## src/rtl/uart_pkg.sv

```systemverilog
// Shared UART definitions: receive FSM state encoding and default line settings
// used by the receiver, transmitter and register block.
package uart_pkg;

    typedef enum logic [1:0] {IDLE, START, DATA, STOP} rx_state_t;

    localparam int DEFAULT_CLK_HZ = 12_000_000;
    localparam int DEFAULT_BAUD   = 9600;

endpackage

```

## src/rtl/byte_fifo.sv

```systemverilog
// Synchronous first-word-fall-through FIFO with an explicit occupancy count.
module byte_fifo #(
    parameter int WIDTH      = 8,
    parameter int DEPTH_LOG2 = 4
) (
    input  logic                  clk,
    input  logic                  reset,
    input  logic                  push,
    input  logic [WIDTH-1:0]      din,
    input  logic                  pop,
    output logic [WIDTH-1:0]      dout,
    output logic                  valid,
    output logic                  full,
    output logic [DEPTH_LOG2:0]   count
);
    localparam int DEPTH = 2 ** DEPTH_LOG2;

    logic [WIDTH-1:0]      mem [DEPTH];
    logic [DEPTH_LOG2-1:0] rd_ptr;
    logic [DEPTH_LOG2-1:0] wr_ptr;
    logic                  do_push;
    logic                  do_pop;

    assign valid  = (count != '0);
    assign full   = (count == (DEPTH_LOG2 + 1)'(DEPTH));
    assign do_pop = pop && valid;
    // A full FIFO still accepts a byte when the head leaves in the same cycle.
    assign do_push = push && (!full || do_pop);
    assign dout    = valid ? mem[rd_ptr] : '0;

    always_ff @(posedge clk) begin
        if (reset) begin
            rd_ptr <= '0;
            wr_ptr <= '0;
            count  <= '0;
        end else begin
            if (do_push)
                wr_ptr <= wr_ptr + 1'b1;
            if (do_pop)
                rd_ptr <= rd_ptr + 1'b1;
            if (do_push && !do_pop)
                count <= count + 1'b1;
            else if (do_pop && !do_push)
                count <= count - 1'b1;
        end
    end

    always_ff @(posedge clk) begin
        if (do_push)
            mem[wr_ptr] <= din;
    end

endmodule

```

## src/rtl/uart_rx_fifo.sv

```systemverilog
// 8N1 serial receiver: synchronises and deserialises the rx pin and buffers
// received bytes in a byte_fifo with sticky overrun/framing error flags.
module uart_rx_fifo
    import uart_pkg::*;
#(
    parameter int CLK_HZ     = DEFAULT_CLK_HZ,
    parameter int BAUD       = DEFAULT_BAUD,
    parameter int DEPTH_LOG2 = 4
) (
    input  logic                clk,
    input  logic                reset,
    input  logic                rx,
    input  logic                rd,
    input  logic                clr_err,
    output logic [7:0]          data_out,
    output logic                valid,
    output logic                full,
    output logic [DEPTH_LOG2:0] count,
    output logic                overrun,
    output logic                frame_err
);
    localparam int          DIV       = CLK_HZ / BAUD;
    localparam logic [15:0] HALF_LOAD = 16'(DIV / 2 - 1);
    localparam logic [15:0] FULL_LOAD = 16'(DIV - 1);

    logic        rx_meta, rx_s, rx_prev, armed;
    logic [1:0]  settle;
    rx_state_t   state, state_next;
    logic [15:0] baud_cnt, baud_cnt_next;
    logic [2:0]  bit_idx, bit_idx_next;
    logic [7:0]  shift, shift_next;
    logic        tick, fall, stop_ok, stop_bad, overrun_set;

    assign tick = (baud_cnt == 16'd0);
    assign fall = armed && rx_prev && !rx_s;

    // The edge detector only arms once a genuine high has been sampled, so a
    // line held low through reset cannot fake a start bit.
    always_ff @(posedge clk) begin
        if (reset) begin
            rx_meta <= 1'b1;
            rx_s    <= 1'b1;
            rx_prev <= 1'b1;
            settle  <= 2'b00;
            armed   <= 1'b0;
        end else begin
            rx_meta <= rx;
            rx_s    <= rx_meta;
            rx_prev <= rx_s;
            settle  <= {settle[0], 1'b1};
            armed   <= armed | (settle[1] & rx_s);
        end
    end

    always_ff @(posedge clk) begin
        if (reset) begin
            state    <= IDLE;
            baud_cnt <= 16'd0;
            bit_idx  <= 3'd0;
            shift    <= 8'd0;
        end else begin
            state    <= state_next;
            baud_cnt <= baud_cnt_next;
            bit_idx  <= bit_idx_next;
            shift    <= shift_next;
        end
    end

    always_comb begin
        state_next    = state;
        baud_cnt_next = tick ? 16'd0 : baud_cnt - 16'd1;
        bit_idx_next  = bit_idx;
        shift_next    = shift;
        stop_ok       = 1'b0;
        stop_bad      = 1'b0;
        case (state)
            IDLE: begin
                if (fall) begin
                    baud_cnt_next = HALF_LOAD;
                    state_next    = START;
                end
            end
            START: begin
                if (tick) begin
                    if (!rx_s) begin
                        baud_cnt_next = FULL_LOAD;
                        bit_idx_next  = 3'd0;
                        state_next    = DATA;
                    end else begin
                        state_next = IDLE;
                    end
                end
            end
            DATA: begin
                if (tick) begin
                    shift_next    = {rx_s, shift[7:1]};
                    baud_cnt_next = FULL_LOAD;
                    bit_idx_next  = bit_idx + 3'd1;
                    if (bit_idx == 3'd7)
                        state_next = STOP;
                end
            end
            STOP: begin
                // Returning to IDLE mid stop bit leaves half a bit to resync.
                if (tick) begin
                    stop_ok    = rx_s;
                    stop_bad   = !rx_s;
                    state_next = IDLE;
                end
            end
            default: state_next = IDLE;
        endcase
    end

    assign overrun_set = stop_ok && full && !rd;

    always_ff @(posedge clk) begin
        if (reset) begin
            overrun   <= 1'b0;
            frame_err <= 1'b0;
        end else begin
            overrun   <= (overrun && !clr_err) || overrun_set;
            frame_err <= (frame_err && !clr_err) || stop_bad;
        end
    end

    byte_fifo #(
        .WIDTH      (8),
        .DEPTH_LOG2 (DEPTH_LOG2)
    ) u_fifo (
        .clk   (clk),
        .reset (reset),
        .push  (stop_ok),
        .din   (shift),
        .pop   (rd),
        .dout  (data_out),
        .valid (valid),
        .full  (full),
        .count (count)
    );

endmodule

```

## config.mk

```make
export PLATFORM = sky130hd
export DESIGN_NAME = uart_rx_fifo
export DESIGN_NICKNAME = d
export VERILOG_FILES = /design/src/rtl/uart_pkg.sv /design/src/rtl/byte_fifo.sv /design/src/rtl/uart_rx_fifo.sv
export SDC_FILE = /design/constraint.sdc
export NUM_CORES = 1
export LEC_CHECK = 0
export CAP_MARGIN = 25
export CORE_AREA = 2 2 134 136
export DETAILED_ROUTE_END_ITERATION = 10
export DIE_AREA = 0 0 136 138
export GPL_TIMING_DRIVEN = 0
export PLACE_DENSITY_LB_ADDON = 0.25
export SLEW_MARGIN = 5
export SYNTH_ARGS = -nofsm -noshare
export SYNTH_HDL_FRONTEND = slang
export SYNTH_SLANG_ARGS = --single-unit
```

## constraint.sdc

```tcl
create_clock -name clk -period 3.7 [get_ports clk]
set_input_delay 1.11 -clock clk [delete_from_list [all_inputs] [get_ports clk]]
set_output_delay 1.11 -clock clk [all_outputs]
set_load 0.02 [all_outputs]
```

==> results of run 1 <==
## worst reg2reg max path, stage by stage, from the launching register on
cell      delay, ps
dfxtp_1         340
or4_1           510
clkbuf_1        220
o21bai_2        370
nor2_1          180
ha_1            250
inv_1           160
ha_1            300
a21oi_1         180
a211oi_1         90
a31oi_1         180
mux2_2          350
## cell families (layout without fill, tap and decap cells)
kind of cell / after synthesis / count (layout)
buffers and inverters: 38 / 90
flip-flops: 182 / 182
multiplexers: 43 / 43
adder cells (fa/ha/maj): 14 / 14
AO/OA/AOI/OAI: 83 / 83
XOR/XNOR: 15 / 15
AND/OR/NAND/NOR: 128 / 128
## state kept, by name (all words and copies together) (netlist names), named ones only
register       count
overrun            1
u_fifo.rd_ptr      4
shift              8
baud_cnt          16
u_fifo.mem       128
frame_err          1
rx_prev            1
rx_s               1
settle             2
u_fifo.count       5
bit_idx            3
u_fifo.wr_ptr      4
rx_meta            1
armed              1
state              1
## per-stage QoR
stage                     worst slack (ps)  cell area, µm²  setup TNS (ps)  utilization  hold WS, ps
final                                  150            8670               0        0.495          418
after global routing                  8.85            8670               0        0.495          441
after CTS                             10.6            8650               0        0.493          423
after detailed placement              -236            8030           -1620        0.458          407
after global placement                -237            8030           -1370        0.458          391
after floorplan                        606            7540               0            -          389
## where the power goes
group	total (mW)	internal [mW]	switching, mW
clock network	1.79	1.06	0.736
logic	1.63	0.688	0.942
registers	2.39	2.26	0.136
total	5.81	4.00	1.81
## cells in the final DEF (no fill, tap or decap), types with 4 or more instances in the layout
master / count
edfxtp_1: 128
dfxtp_1: 53
mux4_2: 32
a21oi_1: 30
nor2_1: 28
nand3_1: 22
clkbuf_16: 17
clkbuf_1: 14
a211oi_1: 14
o21ai_0: 14
inv_1: 13
and2_1: 13
ha_1: 13
clkdlybuf4s50_1: 13
nor2b_1: 11
mux2i_1: 10
xor2_1: 10
dlygate4sd2_1: 8
and4_1: 7
nand2_1: 7
or4_1: 5
a31oi_1: 5
xnor2_1: 5
nor3_1: 4
nand2b_1: 4
a211oi_2: 4
nand4_1: 4
clkinv_4: 4
clkinv_1: 4
## cell usage after synthesis (3+ instances only)
cell type	n	area, µm²
edfxtp_1	128	3840
dfxtp_1	54	1080
mux4_2	32	721
a21oi_1	30	150
nor2_1	29	109
nand3_1	22	110
a211oi_1	18	135
clkbuf_1	16	60.1
o21ai_0	14	70.1
and2_1	13	81.3
ha_1	13	163
inv_1	13	48.8
nor2b_1	11	68.8
mux2i_1	10	100
xor2_1	10	87.6
and4_1	7	61.3
nand2_1	7	26.3
buf_2	6	30.0
a31oi_1	5	31.3
or4_1	5	37.5
xnor2_1	5	43.8
nand2b_1	4	25.0
nand4_1	4	25.0
nor3_1	4	20.0
buf_1	3	11.3
nand4b_1	3	26.3
nor3b_1	3	22.5
nor4_1	3	18.8
nor4_4	3	63.8
o31ai_1	3	22.5
## area by class of cell
| class | instances | area share |
|---|---|---|
| sequential | 182 | 0.568 |
| buffer | 24 | 0.0152 |
| timing repair buffer | 21 | 0.0231 |
| tap | 229 | 0.0330 |
| inverter | 13 | 0.00563 |
| multi-input combinational | 283 | 0.287 |
| clock inverter | 14 | 0.0185 |
| clock buffer | 18 | 0.0495 |
## path summary, 6_finish.rpt
| check | start | endpoint | slack [ps] | cells past startpoint |
|---|---|---|---|---|
| worst min register to register | rx_meta | rx_s | 420 | 1 |
| worst max register to register | u_fifo.count[2] | u_fifo.count[4] | 460 | 11 |
| worst min-delay path | rx_meta | rx_s | 420 | 1 |
| worst max-delay path | flop | data_out[6] | 150 | 7 |
## layer usage
layer,part of all wire,wire length [µm]
met1,0.46,6930
met3,0.029,438
met2,0.49,7380
met5,0,0
met4,0.015,223
==> reports/metrics.yaml, run 1 <==
clocking:
  htreeDepth: 4
  ctsRootBufferMaster: "clkbuf_16"
  post-cts-setup-buffer-count: 0
  ctsResizeCount: 24
  cts_tree: "yes"
  holdBufCountCts: 0
  path_clk_slew_ps: 60
  cts_num_sinks: 182
  numCtsBuffers: 17
  clockBufferDepth: 2
  clock_latency_ps: 420
setup_path:
  worst-path-max-fanout: 10
  end_kind: "output pin"
  path_cells: "buf_4 > buf_8 > mux4_2 > nor2b_1 > a211oi_1 > a211oi_1 > dlygate4sd2_1"
  path_buf_inv: 3
  path_common_cell: "a211oi_1"
  critPathTopFamily: "buffers and inverters"
  critPathKind: "flop to output pin"
  cp.required_ps: 2590
  critPathMaxStageDelay_ps: 520
  cp.arrival_ps: 2440
  critical_path.slowest_cell: "mux4_2"
  start_kind: "flop"
grt:
  busiest_layer: "met2"
  grt_max_degree: 19
  use_met3: 0.0301
  grt_pass1_wl_um: 24200
  use_met2: 0.273
  grt_usage: 0.172
  grt_pass1_vias: 4388
  use_met1: 0.239
  antenna_found_initial: 0
  gr-total-overflow: 0
placed_design:
  gp_congestion: 0.786
  dp_hpwl_um: 9900
  dp_cells: 753
  portBuffers: 21
final_layout:
  drive_gt1_frac: 0.160
  layout-area-overhead-vs-synth_pct: 15.1
  final_nets: 561
  n_fill_cell: 1502
  diodes: 0
  finalNonFillerCells: 784
  multiInputGateArea_um2: 2490
  final-seq-area_um2: 4930
yosys:
  syn_avg_cell_area_um2: 15.0
  synth_xor_area_frac: 0.0174
  ys_seq_elements: 182
  yosysWarnings: 0
  synthAdderAreaFrac: 0.0242
  synth_enable_flop_cells: 128
  synth-async-reset-ratio: 0
  synth_compound_area_frac: 0.0696
  synth_ff_type: "edfxtp_1"
  synth-simple-area-share: 0.105
  synthesis.nets: 522
  ys_types: 50
  synth_top_family_by_area: "multiplexers"
  synth_area_um2: 7540
  ys_seq_area_frac: 0.653
  synthMuxAreaShare: 0.110
  synth_cells: 503
sta:
  fin_skew_ps: 11.1
  rsz0062_at_grt: "false"
  fin_crit_sh: 0.960
  fmax_ghz: 0.282
  maxSlewHeadroom: 0.510
  slew_violations: 0
  fin_crit_ps: 3550
  hold_viol_final: 0
  worstMarginPinSlew_ps: 734
  setup_viol: 0
min_path:
  hold_path_class: "flop to flop"
routing:
  antenna_left: 0
  drtIter0Drc: 249
  vias_per_cell: 5.52
  finalWirelength_um: 15000
  wl_per_cell_um: 19.1
  drc: 0
  first_pass_iters: 4
  vias: 4327
flow_run:
  maxCapViolCount: 0
floorplanning:
  die_x_um: 136
  ioPinCount: 22
  rows: 49
  start_util: 0.430
  core_area_um2: 17500
  die_area_um2: 18800
  die_y_um: 138
power_and_ir_drop:
  p_leak_nw: 2.86
  ir_drop_uv: 396
  p_total_mw: 5.81
  powerDensity_nw_per_um2: 671
status:
  status: "completed"
Power figures use the tool's default switching activity.
==> inputs of run 2 (changes only) <==
CORE_AREA = 2 2 115 117   (was 2 2 134 136)
DIE_AREA = 0 0 117 119   (was 0 0 136 138)
==> reports/metrics.yaml, run 2 (same netlist as run 1, synthesis figures left out) <==
setup_path:
  end_kind: "output pin"
  start_kind: "flop"
  critPathMaxStageDelay_ps: 510
  worst-path-max-fanout: 10
  cp.arrival_ps: 2490
  path_cells: "clkbuf_4 > buf_8 > mux4_2 > nor2b_1 > a211oi_1 > a211oi_1 > clkdlybuf4s15_1"
  critPathKind: "flop to output pin"
  critPathTopFamily: "buffers and inverters"
  path_common_cell: "a211oi_1"
  cp.required_ps: 2590
  path_buf_inv: 3
  critical_path.slowest_cell: "mux4_2"
routing:
  drc: 0
  finalWirelength_um: 14500
  first_pass_iters: 4
  vias: 4320
  antenna_left: 0
  wl_per_cell_um: 19.9
  vias_per_cell: 5.92
  drtIter0Drc: 418
clocking:
  post-cts-setup-buffer-count: 0
  htreeDepth: 4
  clockBufferDepth: 2
  cts_num_sinks: 182
  clock_latency_ps: 430
  path_clk_slew_ps: 60
  numCtsBuffers: 17
  ctsRootBufferMaster: "clkbuf_16"
  holdBufCountCts: 0
  cts_tree: "yes"
sta:
  worstMarginPinSlew_ps: 760
  fin_crit_sh: 0.972
  fmax_ghz: 0.278
  maxSlewHeadroom: 0.493
  rsz0062_at_grt: "false"
  setup_viol: 0
  fin_setup_tns_ps: 0
  fin_crit_ps: 3600
  finalWorstSetupSlack_ps: 102
  hold_viol_final: 0
  slew_violations: 0
  fin_skew_ps: 10.6
final_layout:
  regMostFlops: "u_fifo.mem"
  layout_commonest_cell: "edfxtp_1"
  drive_gt1_frac: 0.152
  final_nets: 561
  fin_util: 0.665
  largest_reg_flops: 128
  final_cell_mix: "edfxtp_1, dfxtp_1, mux4_2"
  layout-area-overhead-vs-synth_pct: 13.6
  reg.largest.list: "u_fifo.mem (128), baud_cnt (16), shift (8)"
  n_fill_cell: 928
  diodes: 0
power_and_ir_drop:
  powerDensity_nw_per_um2: 671
  p_leak_nw: 2.85
  p_total_mw: 5.74
  ir_drop_uv: 531
grt:
  grt_pass1_wl_um: 23500
  gr-total-overflow: 0
  grt_pass1_vias: 4481
  grt_usage: 0.232
  grt_max_degree: 19
  antenna_found_initial: 0
placed_design:
  pre_cts_slack_ps: -225
  portBuffers: 21
  dp_hpwl_um: 9580
  gp_congestion: 0.765
floorplanning:
  die_x_um: 117
  core_area_um2: 12900
  ioPinCount: 22
  start_util: 0.585
  rows: 42
  die_y_um: 119
  die_area_um2: 13900
status:
  status: "completed"
min_path:
  hold_path_class: "flop to flop"
flow_run:
  maxCapViolCount: 0
## run 2: final timing paths
check	from	to	slack [ps]	cells after the start
worst max register to register	baud_cnt[0]	u_fifo.count[4]	480	12
worst min-delay path	rx_meta	rx_s	410	1
worst min register to register	rx_meta	rx_s	410	1
worst max-delay path	flop	data_out[3]	100	7
## run 2: final cells by class
| cell class | count | area, µm² | share of cell area |
|---|---|---|---|
| sequential | 182 | 4930 | 0.575 |
| multi-input combinational | 283 | 2480 | 0.289 |
| clock buffer | 18 | 429 | 0.0501 |
| tap | 176 | 220 | 0.0257 |
| timing repair buffer | 21 | 198 | 0.0231 |
| clock inverter | 13 | 138 | 0.0161 |
| buffer | 24 | 125 | 0.0146 |
| inverter | 13 | 48.8 | 0.00570 |
## run 2: per-stage QoR
step / hold slack, ps / area [µm²] / instances
after floorplan: 389 / 7540 / 503
after global placement: 396 / 7970 / 700
after detailed placement: 395 / 7970 / 700
after CTS: 410 / 8540 / 730
after global routing: 444 / 8560 / 730
final: 407 / 8560 / 730
## run 2: per-layer routing
metal,vias up,share of wire,GRT usage
li1,2033,-,-
met1,2145,0.43,0.316
met2,129,0.50,0.363
met3,13,0.052,0.0494
met4,0,0.012,0.100
met5,-,0,0
## run 2: repair_timing
item	in CTS	in global routing
setup endpoints to repair	9	7
gates resized for setup	19	9
endpoints found under the hold margin	0	0
## run 2: report_power, final
part	leakage [nW]	internal (mW)	switching, mW	total [mW]
combinational	0.942	0.677	0.936	1.61
sequential	1.63	2.26	0.131	2.39
clock	0.281	1.04	0.696	1.74
